===== src/rtl/alu_op_sequencer.sv =====
// alu_op_sequencer: sequences one ALU operation over the shared bus datapath.
//   Ra -> Y (LOAD_Y), Rb on bus with ALU strobe and Zin (EXEC), Z -> Rz (WB_LO),
//   optional Z[63:32] -> HI (WB_HI), then a one-cycle done pulse (DONE).
// Optional feature macro: ALU_SEQ_HILO_EN (MUL/DIV write LO/HI instead of Rz).
// Ports:
//   clock, clear        rising-edge clock, synchronous active-low reset
//   start, opcode       request pulse and op code (captured only in IDLE)
//   ra_sel/rb_sel/rz_sel source Y, source bus in EXEC, destination register
//   busy, done, illegal status; illegal is valid with done
//   reg_out_sel, Rout   register-file bus drive
//   Yin, Zin            Y / Z loads
//   Zlowout, Zhighout   Z halves onto the bus
//   Rin, rin_sel        register-file write
//   LOin, HIin          LO / HI loads
//   alu_op, ADD, IncPC, AND, OR, BRANCH  ALU op select (EXEC only)
// All outputs are registered: next-cycle outputs are decoded from the next state.
module alu_op_sequencer #(
  parameter int unsigned MULDIV_CYCLES = 4,
  parameter int unsigned OP_W          = 4
) (
  input  logic            clock,
  input  logic            clear,
  input  logic            start,
  input  logic [OP_W-1:0] opcode,
  input  logic [3:0]      ra_sel,
  input  logic [3:0]      rb_sel,
  input  logic [3:0]      rz_sel,
  output logic            busy,
  output logic            done,
  output logic            illegal,
  output logic [3:0]      reg_out_sel,
  output logic            Rout,
  output logic            Yin,
  output logic            Zin,
  output logic            Zlowout,
  output logic            Zhighout,
  output logic            Rin,
  output logic [3:0]      rin_sel,
  output logic            LOin,
  output logic            HIin,
  output logic [OP_W-1:0] alu_op,
  output logic            ADD,
  output logic            IncPC,
  output logic            AND,
  output logic            OR,
  output logic            BRANCH
);

  localparam int unsigned CNT_W = (MULDIV_CYCLES > 1) ? $clog2(MULDIV_CYCLES) : 1;

  localparam logic [OP_W-1:0] OP_AND    = OP_W'(4'b0000);
  localparam logic [OP_W-1:0] OP_OR     = OP_W'(4'b0001);
  localparam logic [OP_W-1:0] OP_ADD    = OP_W'(4'b0100);
  localparam logic [OP_W-1:0] OP_MUL    = OP_W'(4'b0110);
  localparam logic [OP_W-1:0] OP_DIV    = OP_W'(4'b0111);
  localparam logic [OP_W-1:0] OP_INCPC  = OP_W'(4'b1101);
  localparam logic [OP_W-1:0] OP_BRANCH = OP_W'(4'b1110);
  localparam logic [OP_W-1:0] OP_ILL    = OP_W'(4'b1111);

  typedef enum logic [2:0] {
    S_IDLE,
    S_LOAD_Y,
    S_EXEC,
    S_WB_LO,
    S_WB_HI,
    S_DONE
  } state_t;

  typedef struct packed {
    logic            busy;
    logic            done;
    logic            illegal;
    logic [3:0]      reg_out_sel;
    logic            rout;
    logic            yin;
    logic            zin;
    logic            zlowout;
    logic            zhighout;
    logic            rin;
    logic [3:0]      rin_sel;
    logic            lo_in;
    logic            hi_in;
    logic [OP_W-1:0] alu_op;
    logic            add;
    logic            inc_pc;
    logic            and_s;
    logic            or_s;
    logic            branch;
  } ctl_t;

  state_t           state_q, state_d;
  logic [CNT_W-1:0] cnt_q, cnt_d;
  logic [OP_W-1:0]  op_q, op_d;
  logic [3:0]       ra_q, ra_d, rb_q, rb_d, rz_q, rz_d;
  ctl_t             ctl_q, ctl_d;
  logic             muldiv_q, muldiv_d;

  assign muldiv_q = (op_q == OP_MUL) || (op_q == OP_DIV);
  assign muldiv_d = (op_d == OP_MUL) || (op_d == OP_DIV);

  // Next state, operand capture, and the output set for the next state.
  always_comb begin
    state_d = state_q;
    cnt_d   = cnt_q;
    op_d    = op_q;
    ra_d    = ra_q;
    rb_d    = rb_q;
    rz_d    = rz_q;
    ctl_d   = '0;

    case (state_q)
      S_IDLE: begin
        if (start) begin
          op_d    = opcode;
          ra_d    = ra_sel;
          rb_d    = rb_sel;
          rz_d    = rz_sel;
          state_d = S_LOAD_Y;
        end
      end
      S_LOAD_Y: begin
        if (op_q == OP_ILL) begin
          state_d = S_DONE;
        end else begin
          state_d = S_EXEC;
          cnt_d   = muldiv_q ? CNT_W'(MULDIV_CYCLES - 1) : '0;
        end
      end
      S_EXEC: begin
        if (cnt_q == '0) begin
          state_d = S_WB_LO;
        end else begin
          cnt_d = cnt_q - CNT_W'(1);
        end
      end
      S_WB_LO: begin
`ifdef ALU_SEQ_HILO_EN
        state_d = muldiv_q ? S_WB_HI : S_DONE;
`else
        state_d = S_DONE;
`endif
      end
      S_WB_HI: state_d = S_DONE;
      S_DONE:  state_d = S_IDLE;
      default: state_d = S_IDLE;
    endcase

    ctl_d.busy = (state_d != S_IDLE);

    case (state_d)
      S_LOAD_Y: begin
        // An illegal op passes through LOAD_Y with nothing but busy.
        if (op_d != OP_ILL) begin
          ctl_d.rout        = 1'b1;
          ctl_d.reg_out_sel = ra_d;
          ctl_d.yin         = 1'b1;
        end
      end
      S_EXEC: begin
        ctl_d.rout        = 1'b1;
        ctl_d.reg_out_sel = rb_d;
        ctl_d.alu_op      = op_d;
        ctl_d.zin         = (cnt_d == '0);
        ctl_d.add         = (op_d == OP_ADD);
        ctl_d.inc_pc      = (op_d == OP_INCPC);
        ctl_d.and_s       = (op_d == OP_AND);
        ctl_d.or_s        = (op_d == OP_OR);
        ctl_d.branch      = (op_d == OP_BRANCH);
      end
      S_WB_LO: begin
        ctl_d.zlowout = 1'b1;
`ifdef ALU_SEQ_HILO_EN
        if (muldiv_d) begin
          ctl_d.lo_in = 1'b1;
        end else begin
          ctl_d.rin     = 1'b1;
          ctl_d.rin_sel = rz_d;
        end
`else
        ctl_d.rin     = 1'b1;
        ctl_d.rin_sel = rz_d;
`endif
      end
      S_WB_HI: begin
`ifdef ALU_SEQ_HILO_EN
        ctl_d.zhighout = 1'b1;
        ctl_d.hi_in    = 1'b1;
`endif
      end
      S_DONE: begin
        ctl_d.done    = 1'b1;
        ctl_d.illegal = (op_d == OP_ILL);
      end
      default: ;
    endcase
  end

  // State, operand and output registers; clear abandons any in-flight op.
  always_ff @(posedge clock) begin
    if (!clear) begin
      state_q <= S_IDLE;
      cnt_q   <= '0;
      op_q    <= '0;
      ra_q    <= '0;
      rb_q    <= '0;
      rz_q    <= '0;
      ctl_q   <= '0;
    end else begin
      state_q <= state_d;
      cnt_q   <= cnt_d;
      op_q    <= op_d;
      ra_q    <= ra_d;
      rb_q    <= rb_d;
      rz_q    <= rz_d;
      ctl_q   <= ctl_d;
    end
  end

  assign busy        = ctl_q.busy;
  assign done        = ctl_q.done;
  assign illegal     = ctl_q.illegal;
  assign reg_out_sel = ctl_q.reg_out_sel;
  assign Rout        = ctl_q.rout;
  assign Yin         = ctl_q.yin;
  assign Zin         = ctl_q.zin;
  assign Zlowout     = ctl_q.zlowout;
  assign Rin         = ctl_q.rin;
  assign rin_sel     = ctl_q.rin_sel;
  assign alu_op      = ctl_q.alu_op;
  assign ADD         = ctl_q.add;
  assign IncPC       = ctl_q.inc_pc;
  assign AND         = ctl_q.and_s;
  assign OR          = ctl_q.or_s;
  assign BRANCH      = ctl_q.branch;

`ifdef ALU_SEQ_HILO_EN
  assign Zhighout = ctl_q.zhighout;
  assign LOin     = ctl_q.lo_in;
  assign HIin     = ctl_q.hi_in;
`else
  // Without the HI/LO feature these outputs are constant zero.
  assign Zhighout = 1'b0;
  assign LOin     = 1'b0;
  assign HIin     = 1'b0;
  logic unused_hilo;
  assign unused_hilo = ^{ctl_q.zhighout, ctl_q.lo_in, ctl_q.hi_in};
`endif

endmodule

===== config.mk =====
export PLATFORM = sky130hd
export DESIGN_NAME = alu_op_sequencer
export DESIGN_NICKNAME = d
export VERILOG_FILES = /design/src/rtl/alu_op_sequencer.sv
export SDC_FILE = /design/constraint.sdc
export NUM_CORES = 1
export LEC_CHECK = 0
export BUFFER_PORTS_ARGS = -buffer_cell sky130_fd_sc_hd__clkbuf_2
export CAP_MARGIN = 20
export CORE_MARGIN = 1
export CORE_UTILIZATION = 40
export DETAILED_ROUTE_END_ITERATION = 10
export SYNTH_ARGS = -nofsm -noshare
export SYNTH_HDL_FRONTEND = slang
export SYNTH_SLANG_ARGS = --single-unit

===== constraint.sdc =====
create_clock -name clock -period 2.05 [get_ports clock]
set_clock_uncertainty 0.2 [all_clocks]
set_input_delay 0.41 -clock clock [delete_from_list [all_inputs] [get_ports clock]]
set_output_delay 0.41 -clock clock [all_outputs]
set_load 0.05 [all_outputs]

# ---- Yosys cells after proc, flatten, opt, wreduce, memory -nomap -nowiden
# Cells that the tools add are included.
dict set report classes {
  n_addsub 1
  eq_ne 17
  n_mux 21
  n_reduce_logical 11
}
# operator count
set ops {}
lappend ops {{$mux 4} 8}
lappend ops {{$eq 4x4->1 const B} 4}
lappend ops {{$eq 3x2->1 const B} 4}
lappend ops {{$eq 4x3->1 const B} 3}
lappend ops {{$pmux 3 s4} 1}
lappend ops {{$pmux 5 s2} 1}
lappend ops {{$mux 3} 3}
lappend ops {{$mux 2} 4}
lappend ops {{$reduce_and 2->1} 4}
lappend ops {{$eq 3x1->1 const B} 2}
lappend ops {{$eq 3x3->1 const B} 2}
lappend ops {{$mux 6} 1}
lappend ops {{$mux 5} 1}
lappend ops {{$eq 4x1->1 const B} 1}
lappend ops {{$logic_not 2->1} 2}
lappend ops {{$logic_not 4->1} 1}
lappend ops {{$ne 4x4->1 const B} 1}
lappend ops {{$pmux 2 s2} 1}
lappend ops {{$logic_not 3->1} 1}
lappend ops {{$reduce_bool 3->1} 1}
lappend ops {{$reduce_or 2->1} 1}
lappend ops {{$sub 2x1->2 const B} 1}
lappend ops {{$logic_or 1x1->1} 1}
lappend ops {{$mux 1} 1}
dict set report totals {
  regBits 46
  inputBits 19
  output_inout_bits 28
  wordCells 72
}

# ---- Logic depth before layout (Yosys ltp)
# Gate-level depths: netlist (run 1).
dict set report depth {
  ltp_word 6
  mapped_depth 6
  depth_no_buf 4
}

# ---- Least setup slack after synthesis (run 1)
# OpenSTA, ideal clock, no wires.
dict set report synth_path {
  path_kind {reg2reg}
  startpoint {reg state_q[0]}
  endpoint {reg ctl_q, in the netlist OR}
  setup_time_ps 78
  t_arrival_ps 1591
  required_time_ps 1772
  slack_ps 181
  path_stages_with_launch 7
  path_buffers 2
  period_less_slack_ps 1869
  path_cell_list {dfxtp_1 > buf_4 > nor4b_4 > buf_6 > mux2i_1 > o21ai_0 > nor3_1}
}
dict set report synth_between {
  elab_chain_len 5
}
# item line
set synth_rtl {}
lappend synth_rtl {{start, declared} 91} ;# state_t state_q, state_d;
lappend synth_rtl {{start signal, assigned} 209} ;# state_q <= state_d;
lappend synth_rtl {{$eq 3x3->1 / $eq 3x2->1 (equally long branches)} 111} ;# case (state_q)
lappend synth_rtl {{$reduce_or 2->1 (no source line)} -}
lappend synth_rtl {{$pmux 3 s4} 111}
lappend synth_rtl {{$eq 3x2->1} 150} ;# case (state_d)
lappend synth_rtl {{$reduce_and 2->1 (no source line)} -}
lappend synth_rtl {{end signal, assigned} 215} ;# ctl_q <= ctl_d;
lappend synth_rtl {{end, declared} 95} ;# ctl_t ctl_q, ctl_d;
# Several ways; a longest one is shown, not always the timed one.
# A chain may end at the register's enable or synchronous reset.

# ---- Final worst setup path (run 1)
dict set report layout_path {
  startpoint {reg state_q[1]}
  endpoint {reg ctl_q, in the netlist rin_sel[0]}
}
# The elaborated chain is that of the path after synthesis.

==> results of run 1 <==
area by class of cell:
type / count / area (µm²) / share of cell area (%)
timing repair buffer: 47 / 257.7 / 12.94
clock inverter: 2 / 37.54 / 1.884
tap: 48 / 60.06 / 3.015
multi-input combinational: 106 / 716.9 / 35.99
clock buffer: 6 / 82.58 / 4.146
sequential: 41 / 822.0 / 41.27
inverter: 4 / 15.01 / 0.7538
Yosys cell counts (2+ instances only):
master    count  area, µm²
nor2b_1      11      68.82
nand2_1      14      52.55
o211ai_1      2      15.01
nor3b_1       3      22.52
nand3_1       4      20.02
buf_6         2      22.52
o22ai_1       2      12.51
dfxtp_1      41      820.8
o21ai_0       2      10.01
clkbuf_1      3      11.26
inv_1         4      15.01
a22o_1        4      35.03
buf_2         3      15.01
a21boi_1      4      30.03
nor3_1        5      25.02
nor2_1       11      41.29
nand2b_1      4      25.02
a31oi_1       3      18.77
buf_4         5      37.54
mux2i_1       8      80.08
and2_1        4      25.02
a21oi_1       3      15.01
cell families (layout without fill, tap and decap cells):
| kind of cell | after synthesis | count (layout) |
|---|---|---|
| flops | 41 | 41 |
| buf+inv | 17 | 59 |
| compound gates | 29 | 29 |
| simple gates | 66 | 66 |
| mux | 8 | 8 |
| other cells | 1 | 3 |
metrics by stage:
stage,total power (W),utilization [%],cells
finish,0.002032,52.82,254
global route,0.002120,52.82,254
CTS,0.002043,52.65,254
detailed placement,0.001380,49.47,246
global placement,0.001372,49.47,246
floorplan,0.001279,-,164
state kept, by name, summed over array words and instances (netlist names), 2 cells and up:
name	count
op_q	4
alu_op	4
rz_q	4
rb_q	4
rin_sel	4
cnt_q	2
state_q	3
reg_out_sel	4
power by group through the flow:
stage	Combinational, W	Sequential [W]	Clock (W)
finish	0.000454	0.000910	0.000668
global route	0.000488	0.000919	0.000712
CTS	0.000454	0.000909	0.000680
detailed placement	0.000452	0.000928	0
global placement	0.000448	0.000924	0
floorplan	0.000266	0.00101	0
worst max-delay path: cells and delay by family (launching register included):
family / cells / cell delay (ns)
flip-flops: 1 / 0.54
AND/OR/NAND/NOR: 3 / 0.78
AO/OA/AOI/OAI: 1 / 0.29
how the worst max path moves through the flow:
stage | startpoint | endpoint | slack, ns | cells after the start
3_5_place_dp | state_q[0]$_SDFF_PN0_ | ADD$_SDFF_PN0_ | 0.16 | 5
2_1_floorplan | state_q[0]$_SDFF_PN0_ | OR$_SDFF_PN0_ | 0.18 | 6
3_3_place_gp | state_q[0]$_SDFF_PN0_ | ADD$_SDFF_PN0_ | 0.17 | 5
5_1_grt | state_q[1]$_SDFF_PN0_ | BRANCH$_SDFF_PN0_ | 0.05 | 5
6_report | state_q[1]$_SDFF_PN0_ | rin_sel[0]$_SDFF_PN0_ | 0.17 | 4
4_1_cts | state_q[0]$_SDFF_PN0_ | ADD$_SDFF_PN0_ | 0.14 | 5
metal layers:
layer / vias up / part of all wire, % / track usage, %
li1: 640 / - / -
met1: 592 / 47 / 20.47
met2: 32 / 46 / 26.53
met3: 7 / 5.3 / 4.138
met4: 0 / 2.2 / 8.152
met5: - / 0 / 0
timing repair:
action	CTS	global route
gates resized for setup	0	2
hold buffers	0	0
setup endpoints to repair	0	2
placed cells by master, fill, tap and decap left out, drive strengths merged:
cell,synthesis,routed
clkbuf,3,49
dfxtp,41,41
nand2,14,14
nor2b,11,11
nor2,11,11
mux2i,8,8
nor3,6,6
nand3,5,5
a21boi,5,5
nand2b,4,4
inv,4,4
and2,4,4
a22o,4,4
buf,10,4
a21oi,3,3
a31oi,3,3
nor3b,3,3
conb,1,3
o22ai,2,2
o211ai,2,2
o21ai,2,2
a41oi,2,2
a211oi,2,2
a211o,2,2
nor4b,1,1
and4bb,1,1
a21o,1,1
nor4bb,1,1
or2b,1,1
and4,1,1
and2b,1,1
or3b,1,1
or4b,1,1
a41o,1,1
clkinvlp,0,1
bufinv,0,1
==> impl_metrics.csv, run 1 <==
group,metric,value,unit
logic_synthesis,synth_area,1627,µm²
logic_synthesis,muxShareOfSynthArea,4.923,%
clocking,cts_setup_buffers,0,
worst_setup_path,critPathLaunchType,"flop",
clocking,worst_skew_pair.late_latency,0.29,ns
placement,gp_congestion,0.8557,
sta,period_minus_slack,1.884,ns
flow_run,maxCapViolCount,0,
logic_synthesis,synth_cells,162,
routing,drtAntennaViolNets,0,
layout,nets,224,
worst_setup_path,rr_worst_depth,4,
placement,placed_area,1866,µm²
worst_setup_path,worstPathArrival,1.91,ns
power,power.density,1020,nW/µm²
clocking,clock_path_buffers,2,
global_routing,grt_usage,16.55,%
worst_setup_path,critPathMaxFanout,12,
die,die_area,4326,µm²
sta,hold-worst-slack,0.1298,ns
logic_synthesis,async_reset_ff_share,0,%
clocking,cts_max_level,2,
worst_setup_path,critPathMaxStageDelay,0.54,ns
global_routing,overflow,0,
die,rows,22,
global_routing,grt_pass1_vias,1232,
sta,finalCritPeriodShare,91.90,%
power,internal_power,0.001418,W
logic_synthesis,ys.flop_type,"dfxtp_1",
routing,firstDrtPassIters,4,
logic_synthesis,synth_compound_area_share,13.85,%
clocking,clock_sinks,41,
power,vdd_drop_max,0.3840,mV
logic_synthesis,synth-edff-count,0,
die,start_util,43.13,%
power,p_clk_share,32.9,%
clocking,cts_inserted_buffers,5,
die,coreArea,3771,µm²
routing,drtIter0Drc,55,
worst_setup_path,r2r_setup_slack,0.17,ns
clocking,cts_tree,"yes",
min_path,hold_path_class,"primary input to flop",
min_path,hold_end,"reg_out_sel[0]$_SDFF_PN0_",
placement,pre_cts_slack,0.1587,ns
power,power.share.sequential,44.8,%
status,outcome,"finished clean",
power,swShare,30.25,%
power,pwr-share-comb,22.3,%
die,io_pins,47,
worst_setup_path,reg2reg_from,"state_q[1]$_SDFF_PN0_",
worst_setup_path,crit_slowest_cell,"dfxtp_1",
sta,drv_slew,0,
die,fp.dieW,65.77,µm
clocking,path_clk_slew,0.08,ns
logic_synthesis,yosysWarningCount,0,
routing,drc,0,
routing,wl_per_cell,13.28,µm
sta,hold_violations,0,
layout,area_delta_synth_final,22.46,%
min_path,min_path_cells,2,
sta,fmax,0.5308,GHz
placement,dp_hpwl,2507,µm
min_path,hp-start,"ra_sel[0]",
logic_synthesis,synth_top_family_by_area,"simple AND/OR/NAND/NOR gates",
logic_synthesis,synth-simple-area-share,24.31,%
power,p_sw,0.0006148,W
sta,grt_setup_unrepaired,"no",
logic_synthesis,yosys.area_share.adder,0,%
global_routing,antenna_found_initial,0,
global_routing,grt_start_max_net_pins,19,
routing,routed_wl,3374,µm
layout,fillers,365,
logic_synthesis,synth_sequential_area_ratio,50.46,%
sta,worst_slack,0.1661,ns
sta,setup_tns,0,ns
routing,via_per_inst,5.004,
placement,portBuffers,43,
clocking,root_buffer,"clkbuf_8",
worst_setup_path,critPathKind,"flop to flop",
worst_setup_path,worstPathRequired,2.08,ns
worst_setup_path,cp-end-kind,"flop",
die,die_h,65.77,µm
layout,final_cell_area,1992,µm²
routing,vias,1271,
layout,drive_gt1_share,32.04,%
global_routing,grt_first_pass_wirelength,5340,µm
power,power_leakage,0.8624,nW
logic_synthesis,avgSynthCellArea,10.04,µm²
logic_synthesis,synthXorXnorAreaFrac,0,%
worst_setup_path,r2r-end,"rin_sel[0]$_SDFF_PN0_",
sta,setup_viol,0,
logic_synthesis,yosys.cell_types.count,42,
layout,n_antenna_cell,0,
worst_setup_path,path_cells,"or3b_4 > a211oi_2 > nand3_2 > nor2_1",
logic_synthesis,synth-seq-cells,41,
Power figures use the tool's default switching activity.
==> run 2: changes to the inputs <==
Settings changed: ABC_AREA from default to 1, CORE_MARGIN 1 to default.
==> run 2 against run 1 <==
Critical path depth is 4 higher; area after synthesis is 12% higher; non-clock buffer count fell by 1; core utilization fell by 3.2 points; flip-flop and latch count increased by 4; count of clock-buffer cells in the layout unchanged; sequential share of layout area increased by 0.11 points; synthesized cell count up 30%; hold slack better by 0.038 ns; sequential power grew 13%; die area is 12% higher; combinational power up 68%; critical endpoint is now Rout$_SDFF_PN0_.
==> impl_metrics.csv, run 2 <==
group,metric,value,unit
die,start_util,41.70,%
status,outcome,"finished clean",
sta,finalCritPeriodShare,84.41,%
logic_synthesis,yosys.cell_types.count,29,
die,rows,24,
clocking,cts_max_level,2,
clocking,worst_skew_pair.late_latency,0.29,ns
layout,n_antenna_cell,0,
layout,nets,276,
sta,drv_slew,0,
global_routing,overflow,0,
logic_synthesis,synth_area,1828,µm²
flow_run,maxCapViolCount,0,
worst_setup_path,worstPathArrival,1.72,ns
power,power.density,1137,nW/µm²
routing,routed_wl,3090,µm
power,internal_power,0.001586,W
logic_synthesis,synth_area_leader_cell,"dfxtp_1",
logic_synthesis,synth_area_leaders,"dfxtp_1, nor2_1, nand2_1, inv_1, nor2_4",
clocking,holdBufCountCts,0,
layout,multi_input_comb_area,748.2,µm²
placement,portBuffers,43,
placement,dp_hpwl,2334,µm
layout,area_delta_synth_final,19.10,%
routing,wl_per_cell,9.968,µm
routing,vias,1339,
routing,via_per_inst,4.319,
sta,slew_headroom,64.15,%
routing,drtAntennaViolNets,0,
logic_synthesis,synth-edff-count,0,
sta,period_minus_slack,1.730,ns
sta,setup_tns,0,ns
clocking,cts_inserted_buffers,5,
layout,fin_cells,310,
clocking,clock_sinks,45,
logic_synthesis,yosysWarningCount,0,
layout,layout.area.seq,900.9,µm²
global_routing,grt_pass1_vias,1210,
die,coreArea,4384,µm²
clocking,cts_resized,0,
power,power.total,0.002475,W
clocking,clock_path_buffers,2,
die,die_h,69.60,µm
die,io_pins,47,
clocking,root_buffer,"clkbuf_8",
logic_synthesis,synth_most_common_cell,"dfxtp_1",
worst_setup_path,critPathLaunchType,"flop",
placement,gp_congestion,0.7451,
layout,drive_gt1_share,34.88,%
clocking,cts_tree,"yes",
die,fp.dieW,69.60,µm
logic_synthesis,synth-seq-cells,45,
sta,hold_violations,0,
power,power_leakage,1.072,nW
die,die_area,4844,µm²
logic_synthesis,synth_sequential_area_ratio,49.28,%
power,swShare,35.93,%
power,p_clk_share,27.7,%
sta,setup_viol,0,
min_path,hold_path_class,"primary input to flop",
layout,layout_commonest_cell,"dfxtp_1",
sta,hold-worst-slack,0.1680,ns
power,pwr-share-comb,30.7,%
logic_synthesis,async_reset_ff_share,0,%
global_routing,grt_usage,13.90,%
sta,tightest_slew,0.5372,ns
sta,fmax,0.5779,GHz
routing,drc,0,
layout,mostFrequentLayoutCells,"dfxtp_1, clkbuf_2, nor2_1",
worst_setup_path,worstPathRequired,2.04,ns
routing,drtIter0Drc,30,
logic_synthesis,synth_cells,211,
layout,fillers,442,
clocking,cts_setup_buffers,0,
global_routing,grt_start_max_net_pins,16,
worst_setup_path,critPathMaxFanout,15,
global_routing,grt_first_pass_wirelength,5230,µm
global_routing,antenna_found_initial,0,
worst_setup_path,critPathKind,"flop to flop",
placement,post-place-cells,302,
routing,firstDrtPassIters,4,
power,vdd_drop_max,0.5701,mV
power,p_sw,0.0008891,W
logic_synthesis,avgSynthCellArea,8.664,µm²
logic_synthesis,ys.flop_type,"dfxtp_1",
sta,grt_setup_unrepaired,"no",
logic_synthesis,synth_common_cells,"dfxtp_1, nor2_1, nand2_1, inv_1, nand3_1",
power,power.share.sequential,41.6,%
worst_setup_path,cp-end-kind,"flop",
logic_synthesis,yosys.area.top_type_share,49.28,%
clocking,path_clk_slew,0.08,ns
run 2: changes by cell type in the layout (fill, tap and decap cells not counted), sizes merged, moves of 8 or more:
cell and change:
inv +24, nand2 +29, nand3 +10, nor2 +33, nor2b -11, o21ai +8
run 2: power groups by stage:
| stage | sequential, W | combinational (W) | clock, W |
|---|---|---|---|
| 2_1_floorplan | 0.00121 | 0.000490 | 0 |
| 3_3_place_gp | 0.00105 | 0.000760 | 0 |
| 3_5_place_dp | 0.00105 | 0.000765 | 0 |
| 4_1_cts | 0.00103 | 0.000768 | 0.000705 |
| 5_1_grt | 0.00104 | 0.000837 | 0.000744 |
| 6_report | 0.00103 | 0.000761 | 0.000685 |
run 2: cell families (layout without fill, tap and decap cells):
family | count (synthesis) | count (layout) | synth area share [%]
AND/OR/NAND/NOR | 108 | 108 | 32.85
flip-flops | 45 | 45 | 49.28
multiplexers | 4 | 4 | 2.190
other | 1 | 3 | 0.2051
AO/OA/AOI/OAI | 16 | 16 | 5.270
buffers and inverters | 37 | 82 | 10.20
run 2: worst max-delay path, cell delays in order, from the launching register on:
cell and delay [ns]:
dfxtp_1 0.37, nor2_4 0.23, nand2_4 0.19, nand2_2 0.12, nand2_2 0.10, nor2_4 0.14, nand2_2 0.10, nand3_1 0.10
nand2_1 0.05
run 2: layout make-up:
type | count | area share [%]
tap | 52 | 2.989
clock buffer | 6 | 3.793
clock inverter | 2 | 1.724
inverter | 28 | 4.828
timing repair buffer | 46 | 10.92
sequential | 45 | 41.38
multi-input combinational | 131 | 34.37
run 2: per-layer routing:
layer | track usage, % | share of wire [%] | vias to the layer above
li1 | - | - | 729
met1 | 16.48 | 48 | 576
met2 | 23.19 | 46 | 28
met3 | 4.942 | 4.3 | 6
met4 | 4.762 | 1.5 | 0
met5 | 0 | 0 | -
run 2: through the flow:
step / instance area [µm²] / utilization (%) / worst slack (ns)
3_3_place_gp: 2057 / 46.92 / 0.2654
4_1_cts: 2177 / 49.66 / 0.3078
6_report: 2177 / 49.66 / 0.3195
2_1_floorplan: 1836 / - / 0.5221
3_5_place_dp: 2057 / 46.92 / 0.2314
5_1_grt: 2177 / 49.66 / 0.1460
run 2: final timing paths:
| check | start | to | slack (ns) | depth (start not counted) |
|---|---|---|---|---|
| max | state_q[0]$_SDFF_PN0_ | Rout$_SDFF_PN0_ | 0.32 | 8 |
| min | rz_sel[2] | rin_sel[2]$_SDFF_PN0_ | 0.17 | 3 |
| max reg2reg | state_q[0]$_SDFF_PN0_ | Rout$_SDFF_PN0_ | 0.32 | 8 |
| min reg2reg | rz_q[2]$_SDFF_PN0_ | rin_sel[2]$_SDFF_PN0_ | 0.29 | 2 |
